===== src/rtl/fetch_unit_pkg.sv =====
// fetch_unit_pkg: shared state encoding, opcodes and PC step for the fetch stage
package fetch_unit_pkg;
  typedef enum logic [1:0] {
    FETCH_REQ    = 2'd0,
    FETCH_OUT    = 2'd1,
    FETCH_HALTED = 2'd2
  } fetch_state_e;
  localparam logic [31:0] FETCH_PC_STEP = 32'd4;
  localparam logic [5:0] OP_NOP   = 6'd0;
  localparam logic [5:0] OP_ADD   = 6'd1;
  localparam logic [5:0] OP_ADDI  = 6'd2;
  localparam logic [5:0] OP_LOAD  = 6'd3;
  localparam logic [5:0] OP_STORE = 6'd4;
  localparam logic [5:0] OP_BNEZ  = 6'd5;
  localparam logic [5:0] OP_HALT  = 6'd6;
  localparam logic [5:0] OP_JAL   = 6'd7;
  localparam logic [5:0] OP_RET   = 6'd8;
  function automatic logic [31:0] mk_instr(input logic [5:0] op, input logic [25:0] arg);
    return {op, arg};
  endfunction
endpackage


===== src/rtl/fetch_unit_if.sv =====
// fetch_unit_if: instruction-memory, decode and redirect signals of the fetch stage
interface fetch_unit_if;
  logic        imem_req_po;
  logic [31:0] imem_addr_po;
  logic        imem_ack_pi;
  logic [31:0] imem_data_pi;
  logic [31:0] instr_po;
  logic [31:0] pc_po;
  logic        instr_valid_po;
  logic        instr_ready_pi;
  logic        redirect_pi;
  logic [31:0] redirect_target_pi;
  logic        halt_pi;
  logic        halted_po;
  modport master (
    output imem_req_po, imem_addr_po, instr_po, pc_po, instr_valid_po, halted_po,
    input  imem_ack_pi, imem_data_pi, instr_ready_pi, redirect_pi, redirect_target_pi, halt_pi
  );
  modport slave (
    input  imem_req_po, imem_addr_po, instr_po, pc_po, instr_valid_po, halted_po,
    output imem_ack_pi, imem_data_pi, instr_ready_pi, redirect_pi, redirect_target_pi, halt_pi
  );
endinterface


===== src/rtl/fetch_unit_pc_reg.sv =====
// fetch_unit_pc_reg: fetch PC with increment/redirect and squash flag for a dead in-flight request
module fetch_unit_pc_reg #(
  parameter logic [31:0] RESET_PC = 32'h0,
  parameter logic [31:0] PC_STEP  = 32'd4
) (
  input  logic        clk,
  input  logic        rst,
  input  logic        inc,
  input  logic        redirect,
  input  logic [31:0] target,
  input  logic        set_squash,
  input  logic        clr_squash,
  output logic [31:0] pc,
  output logic [31:0] pc_next,
  output logic        squash
);
  assign pc_next = redirect ? target : inc ? pc + PC_STEP : pc;
  always_ff @(posedge clk or posedge rst) begin
    if (rst) begin
      pc     <= RESET_PC;
      squash <= 1'b0;
    end else begin
      pc     <= pc_next;
      squash <= set_squash | (squash & ~clr_squash);
    end
  end
endmodule


===== src/rtl/fetch_unit.sv =====
// fetch_unit: fetch FSM issuing one imem request at a time and holding the fetched
// instruction for decode until accepted, redirected or halted
module fetch_unit
  import fetch_unit_pkg::*;
#(
  parameter logic [31:0] RESET_PC = 32'h0000_0000,
  parameter logic [31:0] PC_STEP  = FETCH_PC_STEP
) (
  input logic         clk_pi,
  input logic         reset_pi,
  fetch_unit_if.master bus
);
  fetch_state_e state_q, state_d;
  logic        req_q, valid_q, halted_q, squash, ack_v;
  logic        inc, redir, set_sq, clr_sq, capture;
  logic [31:0] fetch_pc, pc_next, addr_q, instr_q, pc_q;
  fetch_unit_pc_reg #(.RESET_PC(RESET_PC), .PC_STEP(PC_STEP)) u_pc (
    .clk(clk_pi), .rst(reset_pi), .inc(inc), .redirect(redir),
    .target(bus.redirect_target_pi), .set_squash(set_sq), .clr_squash(clr_sq),
    .pc(fetch_pc), .pc_next(pc_next), .squash(squash)
  );
  // an ack only counts against a request we actually have on the bus
  assign ack_v = bus.imem_ack_pi & req_q;
  always_comb begin
    state_d = state_q;
    inc     = 1'b0;
    redir   = 1'b0;
    set_sq  = 1'b0;
    clr_sq  = 1'b0;
    capture = 1'b0;
    case (state_q)
      FETCH_REQ: begin
        redir   = bus.redirect_pi;
        clr_sq  = ack_v;
        set_sq  = bus.redirect_pi & req_q & ~ack_v;
        capture = ack_v & ~squash & ~bus.redirect_pi;
        inc     = capture;
        state_d = capture ? FETCH_OUT : FETCH_REQ;
      end
      FETCH_OUT: begin
        redir   = bus.redirect_pi & ~(bus.instr_ready_pi & bus.halt_pi);
        state_d = (bus.instr_ready_pi & bus.halt_pi) ? FETCH_HALTED :
                  (bus.redirect_pi | bus.instr_ready_pi) ? FETCH_REQ : FETCH_OUT;
      end
      default: state_d = state_q;
    endcase
  end
  // req drops for a cycle after every ack; the address latches only while idle or on ack
  always_ff @(posedge clk_pi or posedge reset_pi) begin
    if (reset_pi) begin
      state_q  <= FETCH_REQ;
      req_q    <= 1'b0;
      addr_q   <= RESET_PC;
      instr_q  <= '0;
      pc_q     <= '0;
      valid_q  <= 1'b0;
      halted_q <= 1'b0;
    end else begin
      state_q  <= state_d;
      req_q    <= (state_d == FETCH_REQ) & ~ack_v;
      addr_q   <= (!req_q || ack_v) ? pc_next : addr_q;
      instr_q  <= capture ? bus.imem_data_pi : instr_q;
      pc_q     <= capture ? fetch_pc : pc_q;
      valid_q  <= state_d == FETCH_OUT;
      halted_q <= state_d == FETCH_HALTED;
    end
  end
  assign bus.imem_req_po    = req_q;
  assign bus.imem_addr_po   = addr_q;
  assign bus.instr_po       = instr_q;
  assign bus.pc_po          = pc_q;
  assign bus.instr_valid_po = valid_q;
  assign bus.halted_po      = halted_q;
endmodule


===== src/flat_wrapper.sv =====
// flat-port wrapper written by rule: the top's interface ports become plain ports
module fetch_unit_flat import fetch_unit_pkg::*;
#(
  parameter logic [31:0] RESET_PC = 32'h0000_0000,
  parameter logic [31:0] PC_STEP  = FETCH_PC_STEP
)
  (clk_pi, reset_pi, bus_imem_req_po, bus_imem_addr_po, bus_instr_po, bus_pc_po, bus_instr_valid_po, bus_halted_po, bus_imem_ack_pi, bus_imem_data_pi, bus_instr_ready_pi, bus_redirect_pi, bus_redirect_target_pi, bus_halt_pi);
  fetch_unit_if bus_i ();
  input logic clk_pi;
  input logic reset_pi;
  output wire logic [$bits(bus_i.imem_req_po)-1:0] bus_imem_req_po;
  output wire logic [$bits(bus_i.imem_addr_po)-1:0] bus_imem_addr_po;
  output wire logic [$bits(bus_i.instr_po)-1:0] bus_instr_po;
  output wire logic [$bits(bus_i.pc_po)-1:0] bus_pc_po;
  output wire logic [$bits(bus_i.instr_valid_po)-1:0] bus_instr_valid_po;
  output wire logic [$bits(bus_i.halted_po)-1:0] bus_halted_po;
  input wire logic [$bits(bus_i.imem_ack_pi)-1:0] bus_imem_ack_pi;
  input wire logic [$bits(bus_i.imem_data_pi)-1:0] bus_imem_data_pi;
  input wire logic [$bits(bus_i.instr_ready_pi)-1:0] bus_instr_ready_pi;
  input wire logic [$bits(bus_i.redirect_pi)-1:0] bus_redirect_pi;
  input wire logic [$bits(bus_i.redirect_target_pi)-1:0] bus_redirect_target_pi;
  input wire logic [$bits(bus_i.halt_pi)-1:0] bus_halt_pi;
  assign bus_imem_req_po = bus_i.imem_req_po;
  assign bus_imem_addr_po = bus_i.imem_addr_po;
  assign bus_instr_po = bus_i.instr_po;
  assign bus_pc_po = bus_i.pc_po;
  assign bus_instr_valid_po = bus_i.instr_valid_po;
  assign bus_halted_po = bus_i.halted_po;
  assign bus_i.imem_ack_pi = bus_imem_ack_pi;
  assign bus_i.imem_data_pi = bus_imem_data_pi;
  assign bus_i.instr_ready_pi = bus_instr_ready_pi;
  assign bus_i.redirect_pi = bus_redirect_pi;
  assign bus_i.redirect_target_pi = bus_redirect_target_pi;
  assign bus_i.halt_pi = bus_halt_pi;
  fetch_unit #(.RESET_PC(RESET_PC), .PC_STEP(PC_STEP)) u_core (.clk_pi(clk_pi), .reset_pi(reset_pi), .bus(bus_i));
endmodule

===== config.mk =====
export PLATFORM = sky130hd
export DESIGN_NAME = fetch_unit_flat
export DESIGN_NICKNAME = d
export VERILOG_FILES = /design/src/rtl/fetch_unit_pkg.sv /design/src/rtl/fetch_unit_if.sv /design/src/rtl/fetch_unit_pc_reg.sv /design/src/rtl/fetch_unit.sv /design/src/flat_wrapper.sv
export SDC_FILE = /design/constraint.sdc
export NUM_CORES = 1
export LEC_CHECK = 0
export CAP_MARGIN = 25
export CORE_ASPECT_RATIO = 0.6
export CORE_MARGIN = 2
export CORE_UTILIZATION = 48
export DETAILED_ROUTE_END_ITERATION = 8
export GPL_TIMING_DRIVEN = 0
export PLACE_DENSITY = 0.89
export REMOVE_ABC_BUFFERS = 1
export SETUP_SLACK_MARGIN = 0.15
export SYNTH_ARGS = -nofsm -noshare
export SYNTH_HDL_FRONTEND = slang
export SYNTH_SLANG_ARGS = --single-unit

===== constraint.sdc =====
create_clock -name clk_pi -period 6.17 [get_ports clk_pi]
set_clock_uncertainty 0.1 [all_clocks]
set_input_delay 0.9255 -clock clk_pi [delete_from_list [all_inputs] [get_ports clk_pi]]
set_output_delay 0.9255 -clock clk_pi [all_outputs]
set_load 0.005 [all_outputs]

### Word-level counts from Yosys, hierarchy flattened

Index checks and enable logic that the tools add are counted.
Widths: inputs -> output; s select.

| storage, ports and cells | value |
|---|---|
| bits in registers | 134 |
| logic and storage cells | 43 |
| output and inout port bits | 99 |
| input port bits | 70 |

| cells by class | value |
|---|---|
| mux-type cells | 10 |
| $add $sub $neg | 1 |
| reduce and logical (&&, ||, !) cells | 4 |
| equality and inequality tests | 3 |
| bitwise operators | 16 |

Operator list:

| kind | count |
|---|---|
| $mux 32 | 2 |
| $add 32x3->32 const B | 1 |
| $and 1x1->1 | 9 |
| $mux 1 | 5 |
| $not 1->1 | 5 |
| $eq 2x1->1 const B | 2 |
| $logic_not 2->1 | 2 |
| $pmux 2 s2 | 1 |
| $eq 2x2->1 const B | 1 |
| $mux 2 | 1 |
| $or 1x1->1 | 2 |
| $pmux 1 s2 | 1 |
| $logic_not 1->1 | 1 |
| $logic_or 1x1->1 | 1 |

### Depth between registers and ports, before layout

Gate-level depths: netlist of run 1.

| depth | value |
|---|---|
| depth after elaboration | 7 |
| gate-level depth with buffers | 7 |
| mapped depth without buffers | 6 |

### Cells and area by module

From an unflattened synthesis of run 1, not the netlist that was laid out.

| unflattened totals | value |
|---|---|
| cell total of the unflattened synthesis | 440 |
| area total of the unflattened synthesis | 5889.4 um^2 |

By module, submodules not included:

| module | instances | cells an instance | area an instance (um^2) | seq. area each (um^2) |
|---|---|---|---|---|
| fetch_unit | 1 | 227 | 3990.1 | 2527.4 |
| fetch_unit_pc_reg | 1 | 213 | 1899.3 | 825.8 |

### Least setup slack after synthesis of run 1

OpenSTA, ideal clock, no wires.

| path | value |
|---|---|
| path type | input port to flip-flop |
| start point | in bus_imem_ack_pi |
| end point | reg u_core.addr_q[28] (netlist: u_core.bus.imem_addr_po[28]) |
| required time | 5.944 ns |
| arrival | 2.421 ns |
| library setup time | 0.126 ns |
| buffers on the path | 1 |
| slack | 3.523 ns |
| cell stages on the path | 6 |
| cell sequence | and4bb_2 buf_4 nand3_2 nor4_4 mux2_1 a221o_1 |

| on the way | value |
|---|---|
| cells in the longest elaborated chain, start to end | 6 |
| elaborated cells on any way between the ends | 7 |
| classes of those cells | 3 x mux; 3 x bitwise; 1 x reduce/logical |

Ends and longest elaborated chain:

| what | RTL line | source |
|---|---|---|
| from (decl) | flat_wrapper.sv:17 | `input wire logic [$bits(bus_i.imem_ack_pi)-1:0] bus_imem_ack_pi;` |
| $and 1x1->1 * | fetch_unit.sv:23 | `assign ack_v = bus.imem_ack_pi & req_q;` |
| $and 1x1->1 (2 in a row) | fetch_unit.sv:36 | `capture = ack_v & ~squash & ~bus.redirect_pi;` |
| $mux 1 | fetch_unit.sv:31 | `case (state_q)` |
| $mux 32 (2 in a row) | fetch_unit_pc_reg.sv:17 | `assign pc_next = redirect ? target : inc ? pc + PC_STEP : pc;` |
| to (signal assigned) | fetch_unit.sv:61 | `addr_q <= (!req_q \|\| ack_v) ? pc_next : addr_q;` |
| to (decl) | fetch_unit.sv:16 | `logic [31:0] fetch_pc, pc_next, addr_q, instr_q, pc_q;` |

Mark *: on every way between the ends. The rest lies on a longest branch, timed or not.
A chain may end at the register's enable or synchronous reset.

### Worst setup path after layout of run 1

| path | value |
|---|---|
| start point | in bus_instr_ready_pi |
| end point | reg u_core.addr_q[30] (netlist: u_core.bus.imem_addr_po[30]) |

| on the way | value |
|---|---|
| cells in the longest elaborated chain, start to end | 5 |

Ends and longest elaborated chain:

| what | RTL line | source |
|---|---|---|
| from (decl) | flat_wrapper.sv:19 | `input wire logic [$bits(bus_i.instr_ready_pi)-1:0] bus_instr_ready_pi;` |
| $and 1x1->1 | fetch_unit.sv:41 | `redir = bus.redirect_pi & ~(bus.instr_ready_pi & bus.halt_pi);` |
| $not 1->1 | fetch_unit.sv:41 |  |
| $and 1x1->1 | fetch_unit.sv:41 |  |
| $pmux 1 s2 | fetch_unit.sv:31 |  |
| $mux 32 | fetch_unit_pc_reg.sv:17 |  |

No other way between the ends.

==> flow_metrics.env, run 1 <==
export IMPL_place_congestion=0.822
export IMPL_n_antenna_cell=0
export IMPL_nFillCells=895
export IMPL_path_class="in -> reg"
export IMPL_async_flop_share=1.00
export IMPL_wirelength_mm=16.3
export IMPL_status="completed"
export IMPL_slowest_delay_ns=0.82
export IMPL_die_x_um=149
export IMPL_hold_buffers=0
export IMPL_period_minus_slack_ns=3.27
export IMPL_r2r_end="u_core.bus.imem_addr_po[30]"
export IMPL_die_area_um2=13600
export IMPL_critPathCaptureType="register"
export IMPL_cts_setup_buffers=0
export IMPL_syn_to_final_growth_pct=39.6
export IMPL_fmax_mhz=306
export IMPL_met1_usage=0.345
export IMPL_min_delay_path_depth=2
export IMPL_cts_sinks=134
export IMPL_critical_path_top_delay_family="simple AND/OR/NAND/NOR gates"
export IMPL_crit_buf_inv=1
export IMPL_syn_cell_area_um2=6070
export IMPL_cts_resized_gates=0
export IMPL_cts_max_path_buffers=2
export IMPL_insertion_delay_ns=0.41
export IMPL_core_area_um2=12200
export IMPL_hp_class="reg -> reg"
export IMPL_std_cell_rows=31
export IMPL_p_per_area_nw_per_um2=505
export IMPL_start_util=0.498
export IMPL_drt_vias_per_instance=5.46
export IMPL_rrSetupSlack_ns=3.43
export IMPL_num_nets_final=823
export IMPL_gr_total_overflow=0
export IMPL_holdPathEnd="u_core.bus.pc_po[1]"
export IMPL_synthTopCellsByArea="dfrtp_1 55%, nand2_1 9.3%, mux2_2 8.0%, nand3_1 2.9%, nor2_1 2.4%"
export IMPL_peakVddDrop_mv=0.291
export IMPL_timing_final_crit_share=0.530
export IMPL_htree_levels=4
export IMPL_stdcell_area_um2=8470
export IMPL_worst_slew_pin_slew_ns=1.14
export IMPL_grt_first_pass_wirelength_mm=26.6
export IMPL_ys_flop_type="dfrtp_1"
export IMPL_placed_area_um2=7890
export IMPL_setup_viol=0
export IMPL_drtIter0Drc=327
export IMPL_syn_inst=600
export IMPL_grt_usage=0.252
export IMPL_ys_types=53
export IMPL_startpoint_type="primary input"
export IMPL_crit_arrival_ns=3.46
export IMPL_clk_pin_slew_ns=0.06
export IMPL_dp_hpwl_mm=11.0
export IMPL_met2_usage=0.391
export IMPL_grt_max_degree=102
export IMPL_cap_violations=0
export IMPL_drive_gt1_frac=0.136
export IMPL_slowest_stage="and2_2"
export IMPL_ant_nets=0
export IMPL_drc_errors=0
export IMPL_reg2reg_depth=4
export IMPL_grt_setup_unrepaired="false"
export IMPL_worstReg2RegStart="u_core.state_q[1]"
export IMPL_synth_warnings=0
export IMPL_antenna_found_initial=0
export IMPL_num_io_pins=169
export IMPL_finalHoldViolCount=0
export IMPL_firstDrtPassIters=5
export IMPL_busiest_layer="met2"
export IMPL_ys_seq_area_frac=0.552
export IMPL_synth_top_area_cell="dfrtp_1"
export IMPL_path_cells="clkdlybuf4s50_1, a31oi_1, and2_2, nor2_1, a221o_1"
export IMPL_grt_pass1_vias=5150
export IMPL_path_max_fanout=45
export IMPL_cts_tree="built"
export IMPL_synth_edf_count=0
export IMPL_hold_start="u_core.u_pc.pc[1]"
export IMPL_crit_required_ns=6.36
export IMPL_leakage_nw=3.62
export IMPL_relSlewSlack=0.239
export IMPL_setup_ws_ns=2.90
export IMPL_met3_usage=0.0663
export IMPL_preCtsSetupSlack_ns=2.52
export IMPL_io_buffers=168
export IMPL_cts_inserted_buffers=17
export IMPL_holdWs_ns=0.368
export IMPL_synth_top_area_frac=0.552
export IMPL_wire_per_inst_um=17.6
export IMPL_regArea_um2=3350
export IMPL_die_y_um=91.1
export IMPL_vias=5082
export IMPL_multiInputGateArea_um2=2560
export IMPL_syn_avg_cell_area_um2=10.1
export IMPL_drv_slew=0
export IMPL_ys_ff_latch=134
export IMPL_cts_root_buf="clkbuf_16"
## routing by layer
layer	vias to the layer above	share of wire	wire length, um
li1	2370	-	-
met1	2487	0.44	7200
met2	199	0.46	7570
met3	26	0.080	1300
met4	0	0.017	280
met5	-	0	0
## kinds of logic after synthesis
logic type / share of synthesized area
and+or+nand+nor: 0.241
DFF: 0.552
AOI/OAI and AO/OA: 0.0631
muxes: 0.0851
buffers and inverters: 0.0291
xor gates and xnor gates: 0.0274
adders and majority gates: 0.00206
## report_power, final
part	internal [mW]	switching, mW	leakage, nW	total, mW
registers	1.31	0.375	1.61	1.69
clock network	0.588	0.412	0.287	1.00
logic	0.942	0.649	1.72	1.59
total	2.84	1.44	3.62	4.28
## worst reg2reg max path: stages (launching register included)
cell and delay (ns):
dfrtp_1 0.44, a31oi_1 0.32, and2_2 0.82, nor2_1 0.52, a221o_1 0.41
## layout by cell type, fill, tap and decap left out, types with 3 or more instances in the layout
cell type / synthesis / routed
a21oi_1: 23 / 23
nand2_1: 150 / 148
clkdlybuf4s50_1: 0 / 168
clkbuf_16: 0 / 17
inv_6: 0 / 9
or4_4: 3 / 3
o31ai_1: 4 / 4
nor3_1: 10 / 10
a31oi_1: 4 / 4
xor2_1: 6 / 6
dfrtp_1: 134 / 134
nand3_1: 35 / 35
nand4_1: 8 / 8
and4_1: 3 / 3
clkinv_4: 0 / 3
o21ai_0: 16 / 16
and3_1: 10 / 10
inv_1: 4 / 3
nor2_1: 38 / 38
o211ai_1: 4 / 4
or4_1: 3 / 3
mux2_2: 43 / 43
xnor2_1: 13 / 13
nor4_1: 3 / 3
or3_1: 9 / 9
## worst max-delay path by stage
stage / endpoint / slack [ns] / cells after the start / start
2_1_floorplan: u_core.bus.halted_po / 1.56 / 1 / reset_pi
3_3_place_gp: u_core.bus.pc_po[15] / -0.11 / 2 / reset_pi
3_5_place_dp: u_core.bus.imem_addr_po[30] / 2.52 / 5 / bus_instr_ready_pi
4_1_cts: u_core.bus.imem_addr_po[30] / 2.94 / 5 / bus_instr_ready_pi
5_1_grt: u_core.bus.imem_addr_po[30] / 2.77 / 5 / bus_instr_ready_pi
6_report: u_core.bus.imem_addr_po[30] / 2.90 / 5 / bus_instr_ready_pi
## sequential cells by signal, summed over array words and instances (netlist names)
register and cells:
u_core.bus.pc_po 32, u_core.u_pc.squash 1, u_core.state_q 2, u_core.bus.instr_valid_po 1, u_core.bus.imem_addr_po 32, u_core.u_pc.pc 32
u_core.bus.halted_po 1, u_core.bus.instr_po 32, u_core.bus.imem_req_po 1
## layout make-up
| cell class | instances | area share |
|---|---|---|
| inverter | 4 | 0.00236 |
| clock buffer | 19 | 0.0534 |
| multi-input combinational | 424 | 0.302 |
| tap | 165 | 0.0244 |
| clock inverter | 13 | 0.0158 |
| timing repair buffer | 171 | 0.207 |
| sequential | 134 | 0.396 |
## synthesized netlist by cell type, types with 8 or more instances
master    count
nand2_1     150
dfrtp_1     134
mux2_2       43
nor2_1       38
nand3_1      35
a21oi_1      23
clkbuf_1     22
o21ai_0      16
xnor2_1      13
and3_1       10
nor3_1       10
buf_2         9
or3_1         9
nand4_1       8
## stage by stage
step | power [mW] | utilization | setup TNS (ns) | instances
6_report | 4.28 | 0.696 | 0 | 930
5_1_grt | 4.54 | 0.696 | 0 | 930
4_1_cts | 4.30 | 0.696 | 0 | 930
2_1_floorplan | 2.31 | - | 0 | 562
3_5_place_dp | 3.27 | 0.648 | 0 | 898
3_3_place_gp | 3.18 | 0.640 | -13.74 | 895
No activity file was read; power rests on OpenSTA's default activity.
==> run 2, diff against run 1 <==
--- a/config.mk
+++ b/config.mk
@@ -8,10 +8,10 @@
 export CAP_MARGIN = 25
 export CORE_ASPECT_RATIO = 0.6
 export CORE_MARGIN = 2
-export CORE_UTILIZATION = 48
+export CORE_UTILIZATION = 44
 export DETAILED_ROUTE_END_ITERATION = 8
 export GPL_TIMING_DRIVEN = 0
-export PLACE_DENSITY = 0.89
+export PLACE_DENSITY = 0.86
 export REMOVE_ABC_BUFFERS = 1
 export SETUP_SLACK_MARGIN = 0.15
 export SYNTH_ARGS = -nofsm -noshare
==> constraint.sdc (replaced) <==
create_clock -name clk_pi -period 2.6 [get_ports clk_pi]
set_clock_uncertainty 0.1 [all_clocks]
set_input_delay 0.39 -clock clk_pi [delete_from_list [all_inputs] [get_ports clk_pi]]
set_output_delay 0.39 -clock clk_pi [all_outputs]
set_load 0.005 [all_outputs]
==> flow_metrics.env, run 2 (synthesis gave the netlist of run 1 again) <==
export IMPL_grt_setup_unrepaired="true"
export IMPL_htree_levels=4
export IMPL_pwr_share_seq=0.392
export IMPL_insertion_delay_ns=0.42
export IMPL_drive_gt1_frac=0.174
export IMPL_fin_cells=956
export IMPL_drtIter0Drc=370
export IMPL_dp_hpwl_mm=11.0
export IMPL_gr_total_overflow=0
export IMPL_relSlewSlack=0.463
export IMPL_drt_vias_per_instance=5.38
export IMPL_layout_common_cells="166 x clkdlybuf4s50_1, 147 x nand2_1, 123 x dfrtp_1"
export IMPL_grt_usage=0.236
export IMPL_cts_tree="built"
export IMPL_worstReg2RegStart="u_core.state_q[1]"
export IMPL_fmax_mhz=421
export IMPL_clk_pin_slew_ns=0.06
export IMPL_power_switching_mw=3.47
export IMPL_firstDrtPassIters=5
export IMPL_setup_viol=0
export IMPL_hp_class="in -> reg"
export IMPL_syn_to_final_growth_pct=41.9
export IMPL_leakage_nw=3.68
export IMPL_std_cell_rows=33
export IMPL_status="completed"
export IMPL_cts_max_path_buffers=2
export IMPL_grt_pass1_vias=5009
export IMPL_hold_buffers=0
export IMPL_place_congestion=0.766
export IMPL_path_max_fanout=8
export IMPL_cts_inserted_buffers=17
export IMPL_hold_start="bus_imem_ack_pi"
export IMPL_cap_violations=0
export IMPL_die_y_um=95.0
export IMPL_placed_area_um2=7900
export IMPL_n_antenna_cell=0
export IMPL_antenna_found_initial=0
export IMPL_fin_setup_tns_ns=0
export IMPL_intPower_mw=6.73
export IMPL_nFillCells=1071
export IMPL_num_nets_final=839
export IMPL_io_buffers=168
export IMPL_grt_max_degree=70
export IMPL_die_area_um2=14800
export IMPL_preCtsSetupSlack_ns=-0.435
export IMPL_core_area_um2=13500
export IMPL_die_x_um=156
export IMPL_combPwrFrac=0.393
export IMPL_wire_per_inst_um=17.5
export IMPL_start_util=0.448
export IMPL_layout_commonest_cell="clkdlybuf4s50_1"
export IMPL_crit_arrival_ns=2.58
export IMPL_crit_required_ns=2.80
export IMPL_vias=5145
export IMPL_finalHoldViolCount=0
export IMPL_path_class="reg -> reg"
export IMPL_drc_errors=0
export IMPL_startpoint_type="register"
export IMPL_p_per_area_nw_per_um2=1180
export IMPL_stdcell_area_um2=8610
export IMPL_num_io_pins=169
export IMPL_cts_root_buf="clkbuf_16"
export IMPL_place_inst=909
export IMPL_setup_ws_ns=0.227
export IMPL_cp_startpoint="u_core.state_q[1]"
export IMPL_cts_sinks=134
export IMPL_drv_slew=0
export IMPL_peakVddDrop_mv=0.595
export IMPL_grt_first_pass_wirelength_mm=26.7
export IMPL_ant_nets=0
export IMPL_worst_slew_pin_slew_ns=0.806
export IMPL_critPathCaptureType="register"
export IMPL_utilization=0.636
export IMPL_timing_final_crit_share=0.913
export IMPL_wirelength_mm=16.8
export IMPL_clock_power_share=0.214
export IMPL_period_minus_slack_ns=2.37
export IMPL_switching_share=0.340
-- run 2: cell types whose count changed in the layout (fill, tap and decap cells not counted), sizes merged --
cell | previous run | this run
bufinv | 1 | 0
clkdlybuf4s50 | 168 | 166
clkinvlp | 1 | 3
dlymetal6s2s | 0 | 2
clkbuf | 19 | 17
buf | 3 | 18
and2 | 3 | 4
clkinv | 3 | 9
inv | 12 | 7
-- run 2: repair_timing --
action / CTS / global route
pin swaps: 0 / 5
cloned: 0 / 1
resized for setup: 2 / 23
buffers inserted: 0 / 14
endpoints found under the hold margin: 0 / 0
endpoints found under the setup margin: 6 / 18
-- run 2: area by class of cell --
class,instances,area [um^2],area share
Tap cell,175,219,0.0254
Inverter,4,20.0,0.00232
Sequential cell,134,3370,0.391
Clock buffer,17,425,0.0494
Clock inverter,15,105,0.0122
Timing Repair Buffer,186,1860,0.216
Multi-Input combinational cell,425,2620,0.304
-- run 2: power groups by stage --
| stage | Sequential, mW | Clock [mW] | Combinational, mW |
|---|---|---|---|
| 2_1_floorplan | 3.88 | 0 | 1.60 |
| 3_5_place_dp | 4.00 | 0 | 3.79 |
| 4_1_cts | 3.99 | 2.20 | 3.82 |
| 3_3_place_gp | 3.95 | 0 | 3.65 |
| 5_1_grt | 4.14 | 2.33 | 4.40 |
| 6_report | 4.00 | 2.18 | 4.01 |
-- run 2: worst paths after layout --
kind	to	cells past startpoint	slack, ns
max	u_core.u_pc.pc[27]	6	0.23
min	u_core.bus.imem_req_po	2	0.23
max reg2reg	u_core.u_pc.pc[27]	6	0.23
min reg2reg	u_core.bus.pc_po[0]	2	0.36
max in group asynchronous	u_core.u_pc.pc[13]	3	1.28
min in group asynchronous	u_core.bus.instr_po[31]	2	0.35
-- run 2: per-stage QoR --
step	total power, mW	hold WS (ns)
after floorplan	5.48	0.335
after global routing	10.9	0.256
after CTS	10.0	0.371
after detailed placement	7.79	0.357
final	10.2	0.226
after global placement	7.60	0.343
-- run 2: layer usage --
metal  up-vias  wire, um  global-route usage
li1       2413         -                   -
met1      2536      7860               0.326
met2       185      7350               0.354
met3        11      1420              0.0863
met4         0       148              0.0642
met5         -         0                   0
-- run 2: critical path, stage by stage (launching register included) --
cell      delay (ns)
dfrtp_2         0.44
and4bb_4        0.44
buf_4           0.15
nand3_4         0.13
or4_4           0.55
and3_1          0.19
a211o_1         0.25
==> run 3, diff against run 2 <==
--- a/config.mk
+++ b/config.mk
@@ -14,6 +14,7 @@
 export PLACE_DENSITY = 0.86
 export REMOVE_ABC_BUFFERS = 1
 export SETUP_SLACK_MARGIN = 0.15
+export SLEW_MARGIN = 15
 export SYNTH_ARGS = -nofsm -noshare
 export SYNTH_HDL_FRONTEND = slang
 export SYNTH_SLANG_ARGS = --single-unit
==> flow_metrics.env, run 3 (synthesis gave the netlist of run 1 again) <==
export IMPL_start_util=0.448
export IMPL_cts_max_path_buffers=2
export IMPL_setup_viol=0
export IMPL_place_congestion=0.766
export IMPL_path_max_fanout=22
export IMPL_cap_violations=0
export IMPL_drtIter0Drc=371
export IMPL_gr_total_overflow=0
export IMPL_cts_root_buf="clkbuf_16"
export IMPL_p_per_area_nw_per_um2=1210
export IMPL_crit_required_ns=2.80
export IMPL_antenna_found_initial=0
export IMPL_cts_tree="built"
export IMPL_grt_usage=0.236
export IMPL_hp_class="in -> async"
export IMPL_layout_commonest_cell="clkdlybuf4s50_1"
export IMPL_path_class="reg -> reg"
export IMPL_syn_to_final_growth_pct=42.3
export IMPL_routed_wl_met2_mm=7.14
export IMPL_drive_gt1_frac=0.156
export IMPL_critPathCaptureType="register"
export IMPL_fmax_mhz=425
export IMPL_drv_slew=0
export IMPL_die_x_um=156
export IMPL_layout_common_cells="167 x clkdlybuf4s50_1, 147 x nand2_1, 128 x dfrtp_1"
export IMPL_startpoint_type="register"
export IMPL_dp_hpwl_mm=11.1
export IMPL_grt_max_degree=105
export IMPL_grt_first_pass_wirelength_mm=26.7
export IMPL_num_io_pins=169
export IMPL_insertion_delay_ns=0.42
export IMPL_cts_sinks=134
export IMPL_finalHoldViolCount=0
export IMPL_dr_wl_met3_mm=1.40
export IMPL_path_cells="a31oi_1, and2_2, nor2_1, buf_4, a221o_1"
export IMPL_die_y_um=95.0
export IMPL_holdWs_ns=0.235
export IMPL_grt_pass1_vias=5115
export IMPL_vias=5085
export IMPL_placed_area_um2=7950
export IMPL_wirelength_mm=16.5
export IMPL_grt_setup_unrepaired="true"
export IMPL_n_antenna_cell=0
export IMPL_ant_nets=0
export IMPL_wl_met1_mm=7.74
export IMPL_relSlewSlack=0.456
export IMPL_core_area_um2=13500
export IMPL_leakage_nw=3.69
export IMPL_io_buffers=168
export IMPL_top_layer_used="met4"
export IMPL_status="completed"
export IMPL_worst_slew_pin_slew_ns=0.816
export IMPL_timing_final_crit_share=0.904
export IMPL_stdcell_area_um2=8640
export IMPL_drc_errors=0
export IMPL_cts_inserted_buffers=17
export IMPL_wire_per_inst_um=17.4
export IMPL_slowest_stage="and2_2"
export IMPL_firstDrtPassIters=4
export IMPL_period_minus_slack_ns=2.35
export IMPL_nFillCells=1043
export IMPL_clk_pin_slew_ns=0.06
export IMPL_die_area_um2=14800
export IMPL_crit_arrival_ns=2.55
export IMPL_slowest_delay_ns=0.53
export IMPL_htree_levels=4
export IMPL_num_nets_final=828
export IMPL_peakVddDrop_mv=0.628
export IMPL_std_cell_rows=33
export IMPL_drt_vias_per_instance=5.38
==> run 3: cell types whose count changed in the layout (fill, tap and decap cells not counted), moves of 4 or more <==
cell,before,now
clkinv_2,6,0
dfrtp_1,123,128
bufinv_16,0,4
dfrtp_2,11,6
buf_4,14,4
==> run 3: repair_timing <==
item                       4_1_cts  5_1_grt
cloned                           0        0
setup endpoints to repair        4        8
resized for setup                1       12
hold buffers                     0        0
setup buffers                    3        0
pin swaps                        1        1
==> run 3: worst paths after layout <==
check,from,to,slack [ns],depth (start not counted)
hold reg to reg,u_core.u_pc.pc[1],u_core.bus.pc_po[1],0.37,2
setup / recovery,u_core.state_q[1],u_core.bus.imem_addr_po[30],0.25,5
max in group asynchronous,reset_pi,u_core.u_pc.pc[15],1.36,3
hold / removal,reset_pi,u_core.bus.instr_po[1],0.23,2
setup reg to reg,u_core.state_q[1],u_core.bus.imem_addr_po[30],0.25,5
min in group clk_pi,bus_imem_ack_pi,u_core.bus.imem_req_po,0.27,2
==> run 3: cell type report <==
type                       count  area (um^2)  area share
clock buffer                  19          443      0.0513
clock inverter                13          195      0.0226
inverter                       4         22.5     0.00261
multi-input combinational    424         2580       0.299
sequential                   134         3360       0.389
tap                          175          219      0.0253
timing repair buffer         176         1820       0.210
==> run 3: metrics by stage <==
step	util	setup TNS, ns	power, mW	worst slack [ns]	instances
6_report	0.638	0	10.5	0.249	945
5_1_grt	0.638	0	11.1	0.123	945
4_1_cts	0.636	0	10.5	0.157	945
3_5_place_dp	0.587	-4.31	7.84	-0.397	910
3_3_place_gp	0.577	-589.14	7.60	-3.38	905
2_1_floorplan	-	-199.28	5.48	-1.47	562
==> run 3: power breakdown <==
group / internal, mW / switching [mW]
Sequential: 3.12 / 0.894
Combinational: 2.30 / 1.55
Clock: 1.64 / 0.963
==> run 3: worst max-delay path, delay by kind of cell, from the launching register on <==
kind / cells / cell delay, ns
AO/OA/AOI/OAI: 2 / 0.65
buffers and inverters: 1 / 0.27
flip-flops: 1 / 0.44
AND/OR/NAND/NOR: 2 / 0.77
==> run 3: layer usage <==
metal | track usage | vias up
li1 | - | 2385
met1 | 0.327 | 2499
met2 | 0.360 | 183
met3 | 0.0698 | 18
met4 | 0.0726 | 0
met5 | 0 | -
